### config.mk
export PLATFORM = sky130hd
export DESIGN_NAME = exmem_memwb_pipe
export DESIGN_NICKNAME = d
export VERILOG_FILES = /design/src/rtl/pipe_pkg.sv /design/src/rtl/mem_access_fsm.sv /design/src/rtl/exmem_memwb_pipe.sv
export SDC_FILE = /design/constraint.sdc
export NUM_CORES = 1
export LEC_CHECK = 0
export ABC_CLOCK_PERIOD_IN_PS = 2570
export BUFFER_PORTS_ARGS = -buffer_cell sky130_fd_sc_hd__buf_4
export CORE_UTILIZATION = 46
export CTS_CLUSTER_DIAMETER = 40
export DETAILED_ROUTE_END_ITERATION = 8
export PLACE_DENSITY = 0.9
export SLEW_MARGIN = 20
export SYNTH_ARGS = -nofsm -noshare
export SYNTH_HDL_FRONTEND = slang
export SYNTH_SLANG_ARGS = --single-unit
export TNS_END_PERCENT = 20
### constraint.sdc
create_clock -name clk -period 2.57 [get_ports clk]
set_input_delay 0.1285 -clock clk [delete_from_list [all_inputs] [get_ports clk]]
set_output_delay 0.1285 -clock clk [all_outputs]
set_load 0.005 [all_outputs]
### src/rtl/pipe_pkg.sv
// Shared definitions for the EX/MEM and MEM/WB pipeline slice: widths,
// forwarding-select encodings and the memory-access FSM state type.
package pipe_pkg;

  localparam int DW = 16;
  localparam int RW = 4;
  localparam logic [RW-1:0] R15 = {RW{1'b1}};

  localparam logic [2:0] FWD_NONE   = 3'b000;
  localparam logic [2:0] FWD_R15_MW = 3'b001;
  localparam logic [2:0] FWD_R15_XM = 3'b010;
  localparam logic [2:0] FWD_MW     = 3'b011;
  localparam logic [2:0] FWD_XM     = 3'b100;

  typedef enum logic {
    IDLE   = 1'b0,
    ACCESS = 1'b1
  } mem_state_e;

endpackage

### src/rtl/mem_access_fsm.sv
// Memory request/acknowledge handshake for the instruction held in x_m.
// The request is registered on the edge a memory instruction enters x_m.
module mem_access_fsm
  import pipe_pkg::*;
#(
  parameter int W = DW
) (
  input  logic         clk,
  input  logic         rst_n,
  input  logic         start,
  input  logic         start_we,
  input  logic [W-1:0] start_addr,
  input  logic [W-1:0] start_wdata,
  input  logic         mem_ack,
  output logic         mem_req,
  output logic         mem_we,
  output logic [W-1:0] mem_addr,
  output logic [W-1:0] mem_wdata,
  output logic         mem_stall
);

  mem_state_e   state_r;
  mem_state_e   state_s;
  logic         req_r;
  logic         we_r;
  logic [W-1:0] addr_r;
  logic [W-1:0] wdata_r;

  // next-state: an unacknowledged access holds, otherwise a new memory op re-arms
  always_comb begin
    state_s = state_r;
    case (state_r)
      IDLE: begin
        if (start) begin
          state_s = ACCESS;
        end else begin
          state_s = IDLE;
        end
      end
      ACCESS: begin
        if (!mem_ack) begin
          state_s = ACCESS;
        end else if (start) begin
          state_s = ACCESS;
        end else begin
          state_s = IDLE;
        end
      end
      default: begin
        state_s = IDLE;
      end
    endcase
  end

  // state register
  always_ff @(posedge clk or negedge rst_n) begin
    if (!rst_n) begin
      state_r <= IDLE;
    end else begin
      state_r <= state_s;
    end
  end

  // request register; address and data stay put for the whole access
  always_ff @(posedge clk or negedge rst_n) begin
    if (!rst_n) begin
      req_r   <= 1'b0;
      we_r    <= 1'b0;
      addr_r  <= {W{1'b0}};
      wdata_r <= {W{1'b0}};
    end else begin
      req_r <= (state_s == ACCESS);
      if (start) begin
        we_r    <= start_we;
        addr_r  <= start_addr;
        wdata_r <= start_wdata;
      end else begin
        we_r    <= we_r;
        addr_r  <= addr_r;
        wdata_r <= wdata_r;
      end
    end
  end

  assign mem_req   = req_r;
  assign mem_we    = we_r;
  assign mem_addr  = addr_r;
  assign mem_wdata = wdata_r;
  assign mem_stall = (state_r == ACCESS) && !mem_ack;

endmodule

### src/rtl/exmem_memwb_pipe.sv
// EX/MEM (x_m) and MEM/WB (m_w) pipeline registers feeding the forwarding unit,
// with load-use and memory-wait stall generation.
module exmem_memwb_pipe #(
  parameter int DW = pipe_pkg::DW,
  parameter int RW = pipe_pkg::RW
) (
  input  logic          clk,
  input  logic          rst_n,
  input  logic [RW-1:0] d_xop1,
  input  logic [RW-1:0] d_xop2,
  input  logic [RW-1:0] d_xdst,
  input  logic          d_xregwrite,
  input  logic          d_xr15write,
  input  logic          d_xmemread,
  input  logic          d_xmemwrite,
  input  logic          d_xvalid,
  input  logic [DW-1:0] alu_res,
  input  logic [DW-1:0] st_data,
  output logic          mem_req,
  output logic          mem_we,
  output logic [DW-1:0] mem_addr,
  output logic [DW-1:0] mem_wdata,
  input  logic          mem_ack,
  input  logic [DW-1:0] mem_rdata,
  output logic [RW-1:0] x_mop2,
  output logic          x_mregwrite,
  output logic          x_mr15write,
  output logic [DW-1:0] x_mres,
  output logic [RW-1:0] m_wop2,
  output logic          m_wregwrite,
  output logic          m_wr15write,
  output logic [DW-1:0] m_wres,
  output logic          stall,
  output logic          ex_bubble
);

  localparam logic [RW-1:0] REG_ZERO = {RW{1'b0}};

  logic [RW-1:0] xm_dst_r;
  logic          xm_rw_r;
  logic          xm_r15_r;
  logic          xm_ld_r;
  logic [DW-1:0] xm_res_r;

  logic [RW-1:0] mw_dst_r;
  logic          mw_rw_r;
  logic          mw_r15_r;
  logic [DW-1:0] mw_res_r;

  logic          ex_rw_s;
  logic          luse_s;
  logic          mem_stall_s;
  logic          stall_s;
  logic          start_s;

  // hazard detection; r0 is never a real write destination
  always_comb begin
    ex_rw_s = d_xregwrite && (d_xdst != REG_ZERO);
    luse_s  = xm_ld_r && xm_rw_r && (xm_dst_r != REG_ZERO) &&
              ((xm_dst_r == d_xop1) || (xm_dst_r == d_xop2)) && d_xvalid;
    stall_s = mem_stall_s || luse_s;
    start_s = !stall_s && d_xvalid && (d_xmemread || d_xmemwrite);
  end

  mem_access_fsm #(
    .W (DW)
  ) u_mem_fsm (
    .clk         (clk),
    .rst_n       (rst_n),
    .start       (start_s),
    .start_we    (d_xmemwrite),
    .start_addr  (alu_res),
    .start_wdata (st_data),
    .mem_ack     (mem_ack),
    .mem_req     (mem_req),
    .mem_we      (mem_we),
    .mem_addr    (mem_addr),
    .mem_wdata   (mem_wdata),
    .mem_stall   (mem_stall_s)
  );

  // x_m: holds during a memory wait, takes a bubble behind a load-use
  always_ff @(posedge clk or negedge rst_n) begin
    if (!rst_n) begin
      xm_dst_r <= REG_ZERO;
      xm_rw_r  <= 1'b0;
      xm_r15_r <= 1'b0;
      xm_ld_r  <= 1'b0;
      xm_res_r <= {DW{1'b0}};
    end else if (mem_stall_s) begin
      xm_dst_r <= xm_dst_r;
      xm_rw_r  <= xm_rw_r;
      xm_r15_r <= xm_r15_r;
      xm_ld_r  <= xm_ld_r;
      xm_res_r <= xm_res_r;
    end else if (luse_s || !d_xvalid) begin
      xm_dst_r <= REG_ZERO;
      xm_rw_r  <= 1'b0;
      xm_r15_r <= 1'b0;
      xm_ld_r  <= 1'b0;
      xm_res_r <= {DW{1'b0}};
    end else begin
      xm_dst_r <= d_xdst;
      xm_rw_r  <= ex_rw_s;
      xm_r15_r <= d_xr15write;
      xm_ld_r  <= d_xmemread;
      xm_res_r <= alu_res;
    end
  end

  // m_w: bubble while memory is outstanding, loads write back the returned data
  always_ff @(posedge clk or negedge rst_n) begin
    if (!rst_n) begin
      mw_dst_r <= REG_ZERO;
      mw_rw_r  <= 1'b0;
      mw_r15_r <= 1'b0;
      mw_res_r <= {DW{1'b0}};
    end else if (mem_stall_s) begin
      mw_dst_r <= REG_ZERO;
      mw_rw_r  <= 1'b0;
      mw_r15_r <= 1'b0;
      mw_res_r <= {DW{1'b0}};
    end else begin
      mw_dst_r <= xm_dst_r;
      mw_rw_r  <= xm_rw_r;
      mw_r15_r <= xm_r15_r;
      mw_res_r <= xm_ld_r ? mem_rdata : xm_res_r;
    end
  end

  // an x_m load under load-use carries an address, so it must not be forwarded
  assign x_mop2      = luse_s ? REG_ZERO : xm_dst_r;
  assign x_mregwrite = xm_rw_r && !luse_s;
  assign x_mr15write = xm_r15_r;
  assign x_mres      = xm_res_r;

  assign m_wop2      = mw_dst_r;
  assign m_wregwrite = mw_rw_r;
  assign m_wr15write = mw_r15_r;
  assign m_wres      = mw_res_r;

  assign stall       = stall_s;
  assign ex_bubble   = luse_s;

endmodule

==> reports/metrics.cfg, run 1 <==
[run_status]
status = finished with violations
violations = design-rule violations

[setup_path]
cp_data_arrival_time_ns = 2.11
timing.reg2reg.setup_slack_ns = 0.45
critical-path-max-stage-delay_ns = 0.48
cp-end-kind = output port
crit_chain = xnor2_1 > nand4_1 > a21oi_2 > nand2_1 > and2_1 > buf_4
cp-start-kind = flip-flop
crit_required_ns = 2.44
worstSetupPathType = reg -> out
critPathMaxFanout = 7
slowest_stage = dfrtp_1

[die]
start_util_pct = 48.7
die_area_um2 = 7210
rows = 29
core_um2 = 6490
ios = 148
die_width_um = 84.9
dieHeight_um = 84.9

[clock_tree]
cts.clk_slew.worst_paths_ns = 0.08
clk_latency_ns = 0.33
cts_buffer_depth = 2
cts_repair_resize_count = 0
cts-root-buf = clkbuf_8
h-tree-depth = 3
cts_tree = done
cts_setup_buffers = 0
cts-hold-fix-buffers = 2
clock_sinks = 79
cts_inserted_buffers = 9

[routing]
drt_iter0_markers = 163
avgRoutedWirePerCell_um = 15.7
drc = 9
ant_nets = 0
viasPerCell = 5.07
vias = 2460
dr.pass1.iters = 6
wl_um = 7630

[placed_design]
gp_congestion = 0.854
numPortBuffers = 147
hpwl_um = 5690
dpl_worst_slack_ns = 0.454

[yosys]
ys_top_cells_by_count = dfrtp_1, nand2_1, mux2_2, o21ai_0, nor2_1
synth-edff-count = 0
seq_area_frac_synth_pct = 62.5
synth.largest_area_cell = dfrtp_1
syn_nets = 320
synthCells = 252
synthArstFlopShare_pct = 100
synth.area.top_cells = dfrtp_1, mux2_2, mux2i_1, nand2_1, o21ai_0
yosys_warnings = 0
synth_most_common_cell = dfrtp_1
synth_top_area_share_pct = 62.5
synth_cell_types = 25
post_synth.cell_area_avg_um2 = 12.5
ys_seq_elements = 79
synth_area_um2 = 3160
synth_top_flop_cell = dfrtp_1

[finish]
n_fill_cell = 463
final_nets = 471
num_antenna_cells = 0
area_growth_pct = 44.5
drive_above_1_share_pct = 48.8
ff_latch_area_um2 = 1980
multi_input_area_um2 = 1110
post-route-util_pct = 70.3

[global_route]
grt.total_usage_pct = 22.4
antenna_found_initial = 0
grt_start_max_net_pins = 80
grt_pass1_vias = 2565
overflow = 0
grt_pass1_wl_um = 12200

[power_and_ir_drop]
swShare_pct = 24.9
power_density_nw_per_um2 = 689
power.switching_mw = 0.784
ir_drop_mv = 0.411
clkPwrFrac_pct = 31.1
comb_power_share_pct = 21.2
internal_power_mw = 2.36
p_leak_nw = 2.26
seq_power_share_pct = 47.7
finalPower_mw = 3.15

[sta]
hold_viol = 0
min_period_ns = 2.24
fin_tns_setup_ns = 0
slew_headroom_pct = 35.3
fin_worst_skew_ns = 0.00843
max_freq_mhz = 447
finalCritPeriodShare_pct = 87.1
rsz0062_at_grt = false
tightest_slew_ns = 0.971
fin_ws_ns = 0.332
finalMaxSlewViolations = 0
finalSetupViolations = 0

[flow_run]
cap_violations = 0

[worst_hold_path]
hp-class = in -> reg

==> cells by family (layout without fill, tap and decap cells) <==
group,count (synthesis),count (layout),share of synthesized area [%]
AOI/OAI and AO/OA,28,28,5.46
and+or+nand+nor,75,75,10.9
xor gates and xnor gates,8,8,2.22
buffers and inverters,14,170,2.41
muxes,48,48,16.5
DFF,79,79,62.5
==> area by class of cell <==
class | instances | share of cell area, %
well taps | 77 | 2.11
clock buffers | 11 | 2.88
inverters | 1 | 0.0822
multi-input cells | 159 | 24.3
flip-flops and latches | 79 | 43.3
repair buffers | 153 | 25.5
clock inverters | 5 | 1.81
==> flip-flops by register name, summed over array words and instances (netlist names) <==
| name | cells |
|---|---|
| m_wop2 | 4 |
| m_wr15write | 1 |
| m_wregwrite | 1 |
| m_wres | 16 |
| u_mem_fsm.mem_addr | 16 |
| u_mem_fsm.mem_wdata | 16 |
| u_mem_fsm.mem_we | 1 |
| u_mem_fsm.state_r | 1 |
| x_mr15write | 1 |
| x_mres | 16 |
| xm_dst_r | 4 |
| xm_ld_r | 1 |
| xm_rw_r | 1 |
==> through the flow <==
stage,instances,hold slack (ns),instance area [µm²]
final,485,0.0157,4570
after global routing,485,0.00620,4570
after floorplan,252,-0.167,3160
after global placement,467,0.334,4330
after CTS,485,0.00578,4570
after detailed placement,467,0.344,4330
==> layout by cell type (no fill, tap or decap), types with 3 or more instances in the layout <==
cell        count
nor2_1         18
o21ai_0        19
mux2_2         31
and2_1         11
nand2_1        36
buf_4         150
clkinvlp_4      3
mux2i_1        16
a22o_1          5
xnor2_1         8
dfrtp_1        79
clkbuf_8        9
==> power groups by stage <==
stage / clock network, mW / logic, mW / registers (mW)
2_1_floorplan: 0 / 0.243 / 1.52
3_3_place_gp: 0 / 0.652 / 1.52
3_5_place_dp: 0 / 0.674 / 1.53
4_1_cts: 0.995 / 0.677 / 1.50
5_1_grt: 1.06 / 0.726 / 1.52
6_report: 0.978 / 0.668 / 1.50
==> final timing paths <==
kind | start | endpoint | cells past startpoint
min in group asynchronous | rst_n | xm_rw_r | 2
worst min-delay path | d_xr15write | x_mr15write | 2
worst min register to register | u_mem_fsm.mem_wdata[5] | u_mem_fsm.mem_wdata[5] | 1
worst max register to register | xm_dst_r[0] | u_mem_fsm.mem_addr[3] | 6
max in group asynchronous | rst_n | m_wres[5] | 2
worst max-delay path | xm_dst_r[2] | x_mop2[3] | 6
==> worst max-delay path, delay by kind of cell (launching register included) <==
kind	cells	cell delay, ns
AOI/OAI and AO/OA	1	0.34
buffers and inverters	1	0.13
DFF	1	0.48
and+or+nand+nor	3	0.58
xor gates and xnor gates	1	0.25
==> metal layers <==
metal	wire, µm	up-vias	global-route usage (%)
met4	341	0	14.9
met3	492	28	5.54
met2	3730	115	35.8
li1	-	1152	-
met5	0	-	0
met1	3070	1165	27.0
Power figures use the tool's default switching activity.
==> run 2, diff against run 1 <==
BUFFER_PORTS_ARGS = -buffer_cell sky130_fd_sc_hd__buf_2   (was -buffer_cell sky130_fd_sc_hd__buf_4)
==> run 2 against run 1 <==
Effect of this change:
- maximum frequency up 4.6%
- clock power about the same
- register-to-register slack about the same
- the run still ends with design-rule violations left
- critical path depth unchanged
- utilization down 5.0 points
- sequential cell count unchanged
- clock skew up 0.00080 ns
- sequential share of layout area up 3.3 points
- clock-buffer cell count unchanged
- final cell count up 0.82%
- non-clock buffer count up 4
- setup slack better by 0.098 ns
==> reports/metrics.cfg, run 2 (same netlist as run 1, synthesis figures left out) <==
[placed_design]
dpl_cell_area_um2 = 3970
dpl_worst_slack_ns = 0.460
numPortBuffers = 147
hpwl_um = 5200
gp_congestion = 0.902

[global_route]
busiest_layer = met2
use_met3_pct = 3.40
grt_start_max_net_pins = 80
grt_pass1_wl_um = 11500
grt.total_usage_pct = 21.2
antenna_found_initial = 0
grt_use_met1_pct = 26.5
met2_usage_pct = 35.0
overflow = 0
grt_pass1_vias = 2414

[flow_run]
cap_violations = 0

[clock_tree]
cts_repair_resize_count = 0
cts_buffer_depth = 2
cts_inserted_buffers = 9
clk_latency_ns = 0.34
clock_sinks = 79
cts.clk_slew.worst_paths_ns = 0.08
h-tree-depth = 3
cts-root-buf = clkbuf_8
cts_tree = done
cts_setup_buffers = 0
cts-hold-fix-buffers = 6

[die]
dieHeight_um = 84.9
die_area_um2 = 7210
core_um2 = 6490
die_width_um = 84.9
ios = 148
rows = 29
start_util_pct = 48.7

[finish]
num_antenna_cells = 0
mostFrequentLayoutCells = buf_2, dfrtp_1, nand2_1
final_nets = 475
design_area_um2 = 4240
final_common_cell = buf_2
post-route-util_pct = 65.3
drive_above_1_share_pct = 48.3
area_growth_pct = 34.2

[routing]
dr.pass1.iters = 9
drc = 9
avgRoutedWirePerCell_um = 14.7
drt_iter0_markers = 179
viasPerCell = 5.08
vias = 2482
wl_um = 7210
ant_nets = 0

[sta]
tightest_slew_ns = 0.965
finalSetupViolations = 0
fin_ws_ns = 0.430
fin_tns_setup_ns = 0
fin_worst_skew_ns = 0.00923
finalMaxSlewViolations = 0
min_period_ns = 2.14
rsz0062_at_grt = false
max_freq_mhz = 467
hold_viol = 0
slew_headroom_pct = 35.7
finalCritPeriodShare_pct = 83.3

[setup_path]
r2r-end = u_mem_fsm.mem_addr[14]
worstSetupPathType = reg -> out
cp-startpoint = xm_dst_r[2]
crit_chain = xnor2_1 > nand4_1 > a21oi_2 > nand2_1 > and2_1 > buf_2
r2r-start = xm_dst_r[0]
timing.critical_path.buf_inv = 1
crit_required_ns = 2.44
cp_data_arrival_time_ns = 2.01
endpoint = x_mop2[1]
r2r_cells = 6
critical-path-max-stage-delay_ns = 0.46
cp-end-kind = output port
path_depth = 6
slowest_stage = dfrtp_1
crit_family = simple AND/OR/NAND/NOR gates
critPathMaxFanout = 7
cp-start-kind = flip-flop
timing.reg2reg.setup_slack_ns = 0.44

[power_and_ir_drop]
p_leak_nw = 2.18
ir_drop_mv = 0.426
power_density_nw_per_um2 = 714
finalPower_mw = 3.03

[worst_hold_path]
hp-start = st_data[10]
hp-class = in -> reg

[run_status]
status = finished with violations
violations = design-rule violations

[run 2: cell types whose count changed in the layout (fill, tap and decap cells not counted)]
cell           before  now
buf_4             150    4
buf_2               0  146
dlygate4sd3_1       2    6
[run 2: where the power goes]
group | switching (mW) | internal [mW]
Sequential | 0.0884 | 1.41
Clock | 0.433 | 0.548
Combinational | 0.252 | 0.301
[run 2: how the worst min path moves through the flow]
stage,depth (start not counted),slack (ns),endpoint
after CTS,2,0.0005,u_mem_fsm.mem_wdata[10]
after floorplan,0,-0.17,m_wop2[0]
final,2,0.02,u_mem_fsm.mem_wdata[10]
after global placement,1,0.33,u_mem_fsm.mem_wdata[10]
after detailed placement,1,0.34,u_mem_fsm.mem_wdata[12]
after global routing,2,0.005,u_mem_fsm.mem_wdata[7]
[run 2: cell type report]
class | instances | area, µm²
clock buffer | 11 | 131
clock inverter | 5 | 82.6
fill | 528 | 2250
inverter | 1 | 3.75
multi-input combinational | 159 | 1110
sequential | 79 | 1980
tap | 77 | 96.3
timing repair buffer | 157 | 841
[run 2: metrics by stage]
step	hold slack [ns]	instances
floorplan	-0.167	252
global placement	0.327	467
detailed placement	0.344	467
CTS	0.000542	489
global route	0.00496	489
finish	0.0166	489
[run 2: metal layers]
layer	vias up	wire [µm]
li1	1162	-
met5	-	0
met3	21	395
met2	114	3610
met4	0	238
met1	1185	2960
==> run 3, diff against run 2 <==
ABC_CLOCK_PERIOD_IN_PS = 2200   (was 2570)
clock period = 2.2 ns   (was 2.57 ns; I/O delays follow)
==> run 3 against run 2 <==
Effect of this change:
- the run still ends with design-rule violations left
- clock power up 16%
- clock-buffer cell count down 1
- register-to-register slack worse by 0.30 ns
- sequential share of layout area down 1.6 points
- critical path type unchanged
- critical endpoint is now x_mop2[0]
- largest power group unchanged
==> reports/metrics.cfg, run 3 (same netlist as run 1, synthesis figures left out) <==
[clock_tree]
cts.clk_slew.worst_paths_ns = 0.08
clk_latency_ns = 0.34
cts_inserted_buffers = 9
clock_sinks = 79
cts_tree = done
h-tree-depth = 3
cts-root-buf = clkbuf_8
cts_buffer_depth = 2

[routing]
avgRoutedWirePerCell_um = 14.8
drt_iter0_markers = 189
viasPerCell = 5.02
dr.pass1.iters = 7
drc = 9
ant_nets = 0
vias = 2530
wl_um = 7470

[die]
start_util_pct = 48.7
rows = 29
die_area_um2 = 7210
core_um2 = 6490
ios = 148
die_width_um = 84.9
dieHeight_um = 84.9

[worst_hold_path]
hp-class = in -> reg

[finish]
drive_above_1_share_pct = 47.8
area_growth_pct = 38.8
ff_latch_area_um2 = 1980
post-route-util_pct = 67.6
design_area_um2 = 4390
final_nets = 490
multi_input_area_um2 = 1120
n_fill_cell = 476
mostFrequentLayoutCells = buf_2, dfrtp_1, nand2_1
final_common_cell = buf_2
num_antenna_cells = 0

[flow_run]
cap_violations = 0

[power_and_ir_drop]
internal_power_mw = 2.65
power_density_nw_per_um2 = 811
seq_power_share_pct = 48.9
comb_power_share_pct = 19.1
clkPwrFrac_pct = 32.0
power.switching_mw = 0.909
p_leak_nw = 2.25
ir_drop_mv = 0.409
swShare_pct = 25.5

[setup_path]
critPathMaxFanout = 7
crit_chain = buf_4 > xnor2_1 > nand4_1 > a21oi_4 > nand2_1 > and2_1 > buf_2
crit_required_ns = 2.09
slowest_stage = dfrtp_1
critical-path-max-stage-delay_ns = 0.39
worstSetupPathType = reg -> out
cp-end-kind = output port
cp_data_arrival_time_ns = 1.98
cp-start-kind = flip-flop

[placed_design]
numPortBuffers = 147
gp_congestion = 0.958
dpl_cell_area_um2 = 3990
hpwl_um = 5200

[sta]
hold_viol = 0
finalSetupViolations = 0
rsz0062_at_grt = false
finalCritPeriodShare_pct = 94.9
min_period_ns = 2.09
finalMaxSlewViolations = 0
slew_headroom_pct = 34.7
fin_worst_skew_ns = 0.0119
tightest_slew_ns = 0.980
max_freq_mhz = 479
fin_tns_setup_ns = 0

[global_route]
antenna_found_initial = 0
grt_start_max_net_pins = 80
grt_pass1_vias = 2499
grt_pass1_wl_um = 12200
grt.total_usage_pct = 21.9
overflow = 0

[run_status]
violations = design-rule violations
status = finished with violations

run 3: changes by cell type in the layout (fill, tap and decap cells not counted), sizes merged:
cell,change
buf,+4
clkinv,+2
clkinvlp,-1
dlygate4sd3,+11
clkbuf,-1
run 3: path summary, 6_finish.rpt:
kind | from | endpoint | slack (ns) | depth (start not counted)
setup / recovery | xm_dst_r[0] | x_mop2[0] | 0.11 | 7
hold reg to reg | u_mem_fsm.mem_wdata[5] | u_mem_fsm.mem_wdata[5] | 0.49 | 1
hold / removal | alu_res[10] | u_mem_fsm.mem_addr[10] | 0.02 | 2
setup reg to reg | xm_dst_r[0] | u_mem_fsm.mem_addr[14] | 0.14 | 6
max in group asynchronous | rst_n | u_mem_fsm.mem_wdata[1] | 1.09 | 2
min in group asynchronous | rst_n | xm_rw_r | 0.45 | 2
run 3: what timing repair did:
| item | 4_1_cts | 5_1_grt |
|---|---|---|
| endpoints found under the setup margin | 0 | 5 |
| gates resized for setup | 0 | 1 |
| hold buffers | 17 | 0 |
| setup buffers | 0 | 1 |
| hold endpoints to repair | 95 | 0 |
run 3: worst max-delay path: cells and delay by family (launching register included):
family / cells / cell delay, ns
xor gates and xnor gates: 1 / 0.16
and+or+nand+nor: 3 / 0.53
AOI/OAI and AO/OA: 1 / 0.27
buffers and inverters: 2 / 0.29
DFF: 1 / 0.39
run 3: through the flow:
step | hold WS [ns] | power [mW] | setup slack (ns) | std cells
global placement | 0.311 | 2.39 | 0.226 | 470
global route | 0.00282 | 3.75 | 0.0226 | 504
CTS | 0.00254 | 3.59 | 0.0270 | 503
detailed placement | 0.325 | 2.42 | 0.173 | 470
finish | 0.0157 | 3.56 | 0.112 | 504
floorplan | -0.186 | 2.06 | 0.179 | 252
run 3: cell type report:
cell class              count  share of cell area [%]
flip-flops and latches     79                    45.1
multi-input cells         159                    25.5
well taps                  77                    2.20
repair buffers            172                    22.4
inverters                   1                  0.0855
clock buffers              10                    2.91
clock inverters             6                    1.94
run 3: routing by layer:
| metal | global-route usage, % | wire, µm | up-vias | share of wire, % |
|---|---|---|---|---|
| met4 | 11.4 | 211 | 0 | 2.8 |
| met2 | 35.3 | 3730 | 119 | 50 |
| met3 | 3.89 | 378 | 19 | 5.1 |
| met5 | 0 | 0 | - | 0 |
| met1 | 28.6 | 3150 | 1201 | 42 |
| li1 | - | - | 1191 | - |
run 3: power by group through the flow:
stage	clock (mW)	sequential (mW)	combinational, mW
after floorplan	0	1.78	0.283
after global placement	0	1.76	0.635
after detailed placement	0	1.77	0.657
after CTS	1.17	1.74	0.681
after global routing	1.24	1.76	0.748
final	1.14	1.74	0.681
